<file path="config.mk">
export PLATFORM = sky130hd
export DESIGN_NAME = uart_tx
export DESIGN_NICKNAME = d
export VERILOG_FILES = /design/src/rtl/uart_tx.sv
export SDC_FILE = /design/constraint.sdc
export NUM_CORES = 1
export LEC_CHECK = 0
export ABC_AREA = 1
export CAP_MARGIN = 10
export CORE_MARGIN = 10
export CORE_UTILIZATION = 42
export CTS_CLUSTER_SIZE = 28
export DETAILED_ROUTE_END_ITERATION = 6
export SLEW_MARGIN = 20
export SYNTH_ARGS = -nofsm -noshare
export SYNTH_HDL_FRONTEND = slang
export SYNTH_SLANG_ARGS = --single-unit
export TNS_END_PERCENT = 10
</file>
<file path="constraint.sdc">
create_clock -name i_clk -period 4.05 [get_ports i_clk]
set_input_delay 0.6075 -clock i_clk [delete_from_list [all_inputs] [get_ports i_clk]]
set_output_delay 0.6075 -clock i_clk [all_outputs]
set_load 0.01 [all_outputs]
</file>
<file path="src/rtl/uart_tx.sv">
// UART transmitter: accepts a word on a valid/ready handshake and shifts it out
// as start bit, data LSB first, optional parity, then one or two stop bits.
module uart_tx #(
  parameter int p_CLK_PER_BIT = 16,
  parameter int p_DATA_WIDTH  = 8,
  parameter int p_PARITY      = 0,
  parameter int p_STOP_BITS   = 1
) (
  input  logic                    i_clk,
  input  logic                    i_reset,
  input  logic [p_DATA_WIDTH-1:0] i_data,
  input  logic                    i_valid,
  output logic                    o_ready,
  output logic                    o_tx,
  output logic                    o_busy,
  output logic [2:0]              o_state
);

  if (p_CLK_PER_BIT < 2) begin : g_bad_clk_per_bit
    $error("uart_tx: p_CLK_PER_BIT must be 2 or more");
  end
  if (p_DATA_WIDTH < 5 || p_DATA_WIDTH > 9) begin : g_bad_data_width
    $error("uart_tx: p_DATA_WIDTH must be in 5..9");
  end
  if (p_PARITY < 0 || p_PARITY > 2) begin : g_bad_parity
    $error("uart_tx: p_PARITY must be 0, 1 or 2");
  end
  if (p_STOP_BITS < 1 || p_STOP_BITS > 2) begin : g_bad_stop_bits
    $error("uart_tx: p_STOP_BITS must be 1 or 2");
  end

  localparam int DIV_W = (p_CLK_PER_BIT > 1) ? $clog2(p_CLK_PER_BIT) : 1;
  localparam int IDX_W = (p_DATA_WIDTH > 2) ? $clog2(p_DATA_WIDTH) : 1;
  localparam logic [DIV_W-1:0] DIV_LAST  = DIV_W'(p_CLK_PER_BIT - 1);
  localparam logic [IDX_W-1:0] DATA_LAST = IDX_W'(p_DATA_WIDTH - 1);
  localparam logic [IDX_W-1:0] STOP_LAST = IDX_W'(p_STOP_BITS - 1);

  typedef enum logic [2:0] {
    S_IDLE   = 3'd0,
    S_START  = 3'd1,
    S_DATA   = 3'd2,
    S_PARITY = 3'd3,
    S_STOP   = 3'd4
  } state_e;

  // Handshake: a word is taken on a rising edge where i_valid and o_ready are
  // both high; the producer holds i_valid and i_data stable until then.
  state_e                  state_q, state_d;
  logic [DIV_W-1:0]        div_q, div_d;
  logic [IDX_W-1:0]        idx_q, idx_d;
  logic [p_DATA_WIDTH-1:0] shift_q, shift_d;
  logic                    par_q, par_d;
  logic                    tx_q, tx_d;
  logic                    bit_end;

  always_ff @(posedge i_clk) begin
    if (i_reset) begin
      state_q <= S_IDLE;
      div_q   <= '0;
      idx_q   <= '0;
      shift_q <= '0;
      par_q   <= 1'b0;
      tx_q    <= 1'b1;
    end else begin
      state_q <= state_d;
      div_q   <= div_d;
      idx_q   <= idx_d;
      shift_q <= shift_d;
      par_q   <= par_d;
      tx_q    <= tx_d;
    end
  end

  always_comb begin
    state_d = state_q;
    div_d   = div_q;
    idx_d   = idx_q;
    shift_d = shift_q;
    par_d   = par_q;
    bit_end = (div_q == DIV_LAST);
    if (state_q == S_IDLE) begin
      div_d = '0;
      idx_d = '0;
      if (i_valid) begin
        shift_d = i_data;
        // Parity is frozen with the word so later i_data changes cannot leak in.
        par_d   = (p_PARITY == 2) ? ~(^i_data) : (^i_data);
        state_d = S_START;
      end
    end else begin
      div_d = bit_end ? '0 : div_q + 1'b1;
      if (bit_end) begin
        case (state_q)
          S_START: begin
            state_d = S_DATA;
            idx_d   = '0;
          end
          S_DATA: begin
            shift_d = shift_q >> 1;
            if (idx_q == DATA_LAST) begin
              idx_d   = '0;
              state_d = (p_PARITY != 0) ? S_PARITY : S_STOP;
            end else begin
              idx_d = idx_q + 1'b1;
            end
          end
          S_PARITY: begin
            state_d = S_STOP;
            idx_d   = '0;
          end
          S_STOP: begin
            if (idx_q == STOP_LAST) begin
              state_d = S_IDLE;
              idx_d   = '0;
            end else begin
              idx_d = idx_q + 1'b1;
            end
          end
          default: state_d = S_IDLE;
        endcase
      end
    end
  end

  // The line is registered from the next state so it changes with the state.
  always_comb begin
    case (state_d)
      S_START:  tx_d = 1'b0;
      S_DATA:   tx_d = shift_d[0];
      S_PARITY: tx_d = par_d;
      default:  tx_d = 1'b1;
    endcase
    o_tx    = tx_q;
    o_busy  = (state_q != S_IDLE);
    o_ready = (state_q == S_IDLE) & ~i_reset;
    o_state = state_q;
  end

endmodule

</file>
Word level (Yosys, flattened, before mapping)
Index checks and enable logic that the tools add are counted.
{ "classes": {"reduce_logical": 12, "eq_ne": 10, "mux": 16, "bitwise_logic": 2, "addsub": 2} }
{ "op_table": {"columns": ["op", "count"], "rows": [
  ["$mux W8", 4],
  ["$mux W3", 7],
  ["$eq A3 B2 Y1 const B", 4],
  ["$pmux W3 S4", 1],
  ["$pmux W3 S3", 1],
  ["$reduce_xor A8 Y1", 1],
  ["$eq A3 B1 Y1 const B", 2],
  ["$eq A3 B3 Y1 const B", 2],
  ["$logic_not A3 Y1", 2],
  ["$reduce_bool A3 Y1", 2],
  ["$add A4 B1 Y4 const B", 1],
  ["$eq A4 B4 Y1 const B", 1],
  ["$reduce_bool A2 Y1", 2],
  ["$reduce_or A2 Y1", 2],
  ["$add A3 B1 Y3 const B", 1],
  ["$pmux W1 S3", 1],
  ["$reduce_and A3 Y1", 1],
  ["$reduce_or A3 Y1", 1],
  ["$mux W1", 2],
  ["$ne A2 B2 Y1 const B", 1],
  ["$reduce_and A2 Y1", 1],
  ["$and A1 B1 Y1", 1],
  ["$not A1 Y1", 1]
]} }
{ "word_totals": {"reg_bits": 20, "out_inout_bits": 6, "inputBits": 11, "elab_cells": 49} }

Longest topological paths before layout
{ "depth": {"word_depth": 7, "mapped_depth": 11} }

Least setup slack after synthesis
No wires, ideal clock.
{ "synth_timing": {"path_type": "input -> output", "start": "input i_reset", "end": "output o_ready", "arrival_time_ns": 0.980, "path_stages": 2, "slack_ns": 2.462, "path_cell_list": "clkbuf_1 > nor2_1"} }
{ "synth_via": {"elab_chain_cells": 2} }
{ "synth_rtl": {"columns": ["item", "line_no", "source"], "rows": [
  ["start, declared", "10", "input logic i_reset,"],
  ["$not A1 Y1", "135", "o_ready = (state_q == S_IDLE) & ~i_reset;"],
  ["$and A1 B1 Y1", "135", null],
  ["end, declared", "13", "output logic o_ready,"]
]} }
No other way between the ends.

Worst setup path after layout
Same ends and word-level chain as after synthesis.

==> impl_metrics.yaml <==
status:
  outcome: "completed"
yosys:
  syn_area_per_cell_um2: 6.55
  ys.flop_type: "dfxtp_1"
  synth-seq-cells: 20
  yosysWarnings: 0
  synth_area_mm2: 0.00124
  synth-edff-count: 0
  syn_inst: 190
  synth_cell_type_count: 25
  synth-seq-area-share_pct: 32.2
  async_flop_share_pct: 0
  syn_nets: 205
timing:
  worstMarginPinSlew_ns: 0.468
  finalSetupTns_ns: 0
  slew_viol_final: 0
  post-route-min-period_ns: 2.60
  fin_crit_sh_pct: 64.2
  setup_viol: 0
  slew_headroom_pct: 68.7
  clock_skew_ns: 0.00234
  rsz0062_at_grt: "false"
  fmax_mhz: 384
  finalHoldViolCount: 0
cts:
  postCtsResizedCells: 0
  clock-root-buffer: "clkbuf_4"
  clk_pin_slew_ns: 0.11
  cts_htree_levels: 1
  cts_tree: "built"
  cts.sinks: 20
  clockBufferDepth: 2
  post-cts-setup-buffers: 0
  cts_buffers: 3
  worstSkewPairLatency_ns: 0.29
  hold_buffers: 0
worst_setup_path:
  reg2regPathDepth: 10
  endpoint: "o_ready"
  cp.required_ns: 3.44
  criticalPathCategory: "in2out"
  cp_max_fo: 14
  r2r_start: "idx_q[0]"
  r2r_end: "o_tx"
  worstSetupEndpointType: "output port"
  worst_setup_path_start_kind: "input port"
  rrSetupSlack_ns: 2.54
  worstPathArrival_ns: 1.99
  worstSetupStartpoint: "i_reset"
cells_and_area:
  multi_input_area_um2: 739
  fillerInstances: 294
  area_growth_pct: 18.6
  final_area_mm2: 0.00148
  drive_above_1_share_pct: 10.5
  layout_commonest_cell: "nand2_1"
  fin_nets: 225
  seq_area_um2: 400
  layout_common_cells: "70 x nand2_1, 20 x inv_1, 20 x dfxtp_1"
  utilization_pct: 52.6
  diodes: 0
pwr:
  p_total_uw: 407
  ir_drop_mv: 0.147
  p_leak_nw: 0.730
  pwr-share-clk_pct: 28.3
  p_sw_share_pct: 27.5
  combPwrFrac_pct: 19.8
  power_density_mw_per_mm2: 275
  internal-power_uw: 295
  p_seq_share_pct: 51.9
  switchingPower_uw: 112
drt:
  vias_per_cell: 4.92
  dr.first_iter.drc_count: 27
  num_vias: 1181
  wire_per_inst_um: 11.3
  wirelength_um: 2700
  firstDrtPassIters: 5
  drc: 0
  ant_nets: 0
global_route:
  grt_pass1_vias: 1104
  antenna_found_initial: 0
  grt_overflow: 0
  track_usage_pct: 11.0
  grt_first_pass_wirelength_um: 4850
  grt_max_degree: 15
min_path:
  hp-class: "reg2reg"
place:
  gp_congestion: 0.772
  postPlaceCellArea_mm2: 0.00144
  io_buffers: 16
  hpwl_um: 2220
die:
  rows: 19
  dieWidth_um: 74.4
  dieArea_mm2: 0.00554
  core_mm2: 0.00281
  start_util_pct: 44.4
  ios: 17
  die_h_um: 74.4
job:
  cap_violations: 0
per-layer routing:
layer | part of all wire (%) | GRT usage (%) | up-vias
met3 | 6.1 | 3.86 | 2
met4 | 0.85 | 4.41 | 0
met5 | 0 | 0 | -
met2 | 48 | 18.0 | 16
li1 | - | - | 640
met1 | 45 | 12.9 | 523
logic make-up after synthesis:
logic type	count (synthesis)	share of synthesized area (%)
fa+ha+maj	4	4.02
flops	20	32.2
buf+inv	28	8.44
compound gates	24	11.4
simple gates	111	41.9
xor+xnor	3	2.11
sequential cells by signal (all words and copies together), names as in the netlist:
name     count
shift_q      8
div_q        4
idx_q        3
o_state      3
o_tx         1
par_q        1
cells in the mapped netlist, types with 2 or more instances:
cell,number,area [µm²]
nand2_1,70,263
dfxtp_1,20,400
inv_1,20,75.1
nor2_1,18,67.6
a21oi_1,13,65.1
nand3_1,11,55.1
a22oi_1,6,45.0
inv_2,6,22.5
ha_1,4,50.1
nor2_4,3,33.8
nand2_4,2,22.5
nand3_2,2,20.0
o21ai_0,2,10.0
xnor2_1,2,17.5
critical path: stages:
cell and delay (ns):
clkdlybuf4s50_1 0.64, nor2_1 0.19, clkdlybuf4s50_1 0.55
how the worst min path moves through the flow:
| stage | start | endpoint | slack [ns] | depth (start not counted) |
|---|---|---|---|---|
| final | div_q[0] | div_q[0] | 0.47 | 1 |
| after global routing | shift_q[3] | shift_q[3] | 0.49 | 2 |
| after CTS | div_q[0] | div_q[0] | 0.47 | 1 |
| after detailed placement | div_q[0] | div_q[0] | 0.44 | 1 |
| after global placement | div_q[0] | div_q[0] | 0.43 | 1 |
| after floorplan | div_q[0] | div_q[0] | 0.42 | 1 |
layout make-up:
class                           instances  area share (%)
Sequential cell                        20            27.1
Inverter                               27            6.86
Multi-Input combinational cell        142            50.1
Tap cell                               31            2.63
Timing Repair Buffer                   16            10.8
Clock buffer                            4            2.46
metrics by stage:
step	cells	hold slack, ns	setup slack (ns)
2_1_floorplan	190	0.418	2.46
3_3_place_gp	236	0.431	1.44
3_5_place_dp	236	0.443	1.43
4_1_cts	240	0.470	1.43
5_1_grt	240	0.488	1.32
6_report	240	0.465	1.45
power groups by stage:
stage	Combinational, mW	Sequential (mW)	Clock [mW]
floorplan	0.0487	0.215	0
global placement	0.0790	0.215	0
detailed placement	0.0811	0.216	0
CTS	0.0814	0.211	0.119
global route	0.0924	0.212	0.132
finish	0.0804	0.211	0.115
(Power assumes the default switching activity.)
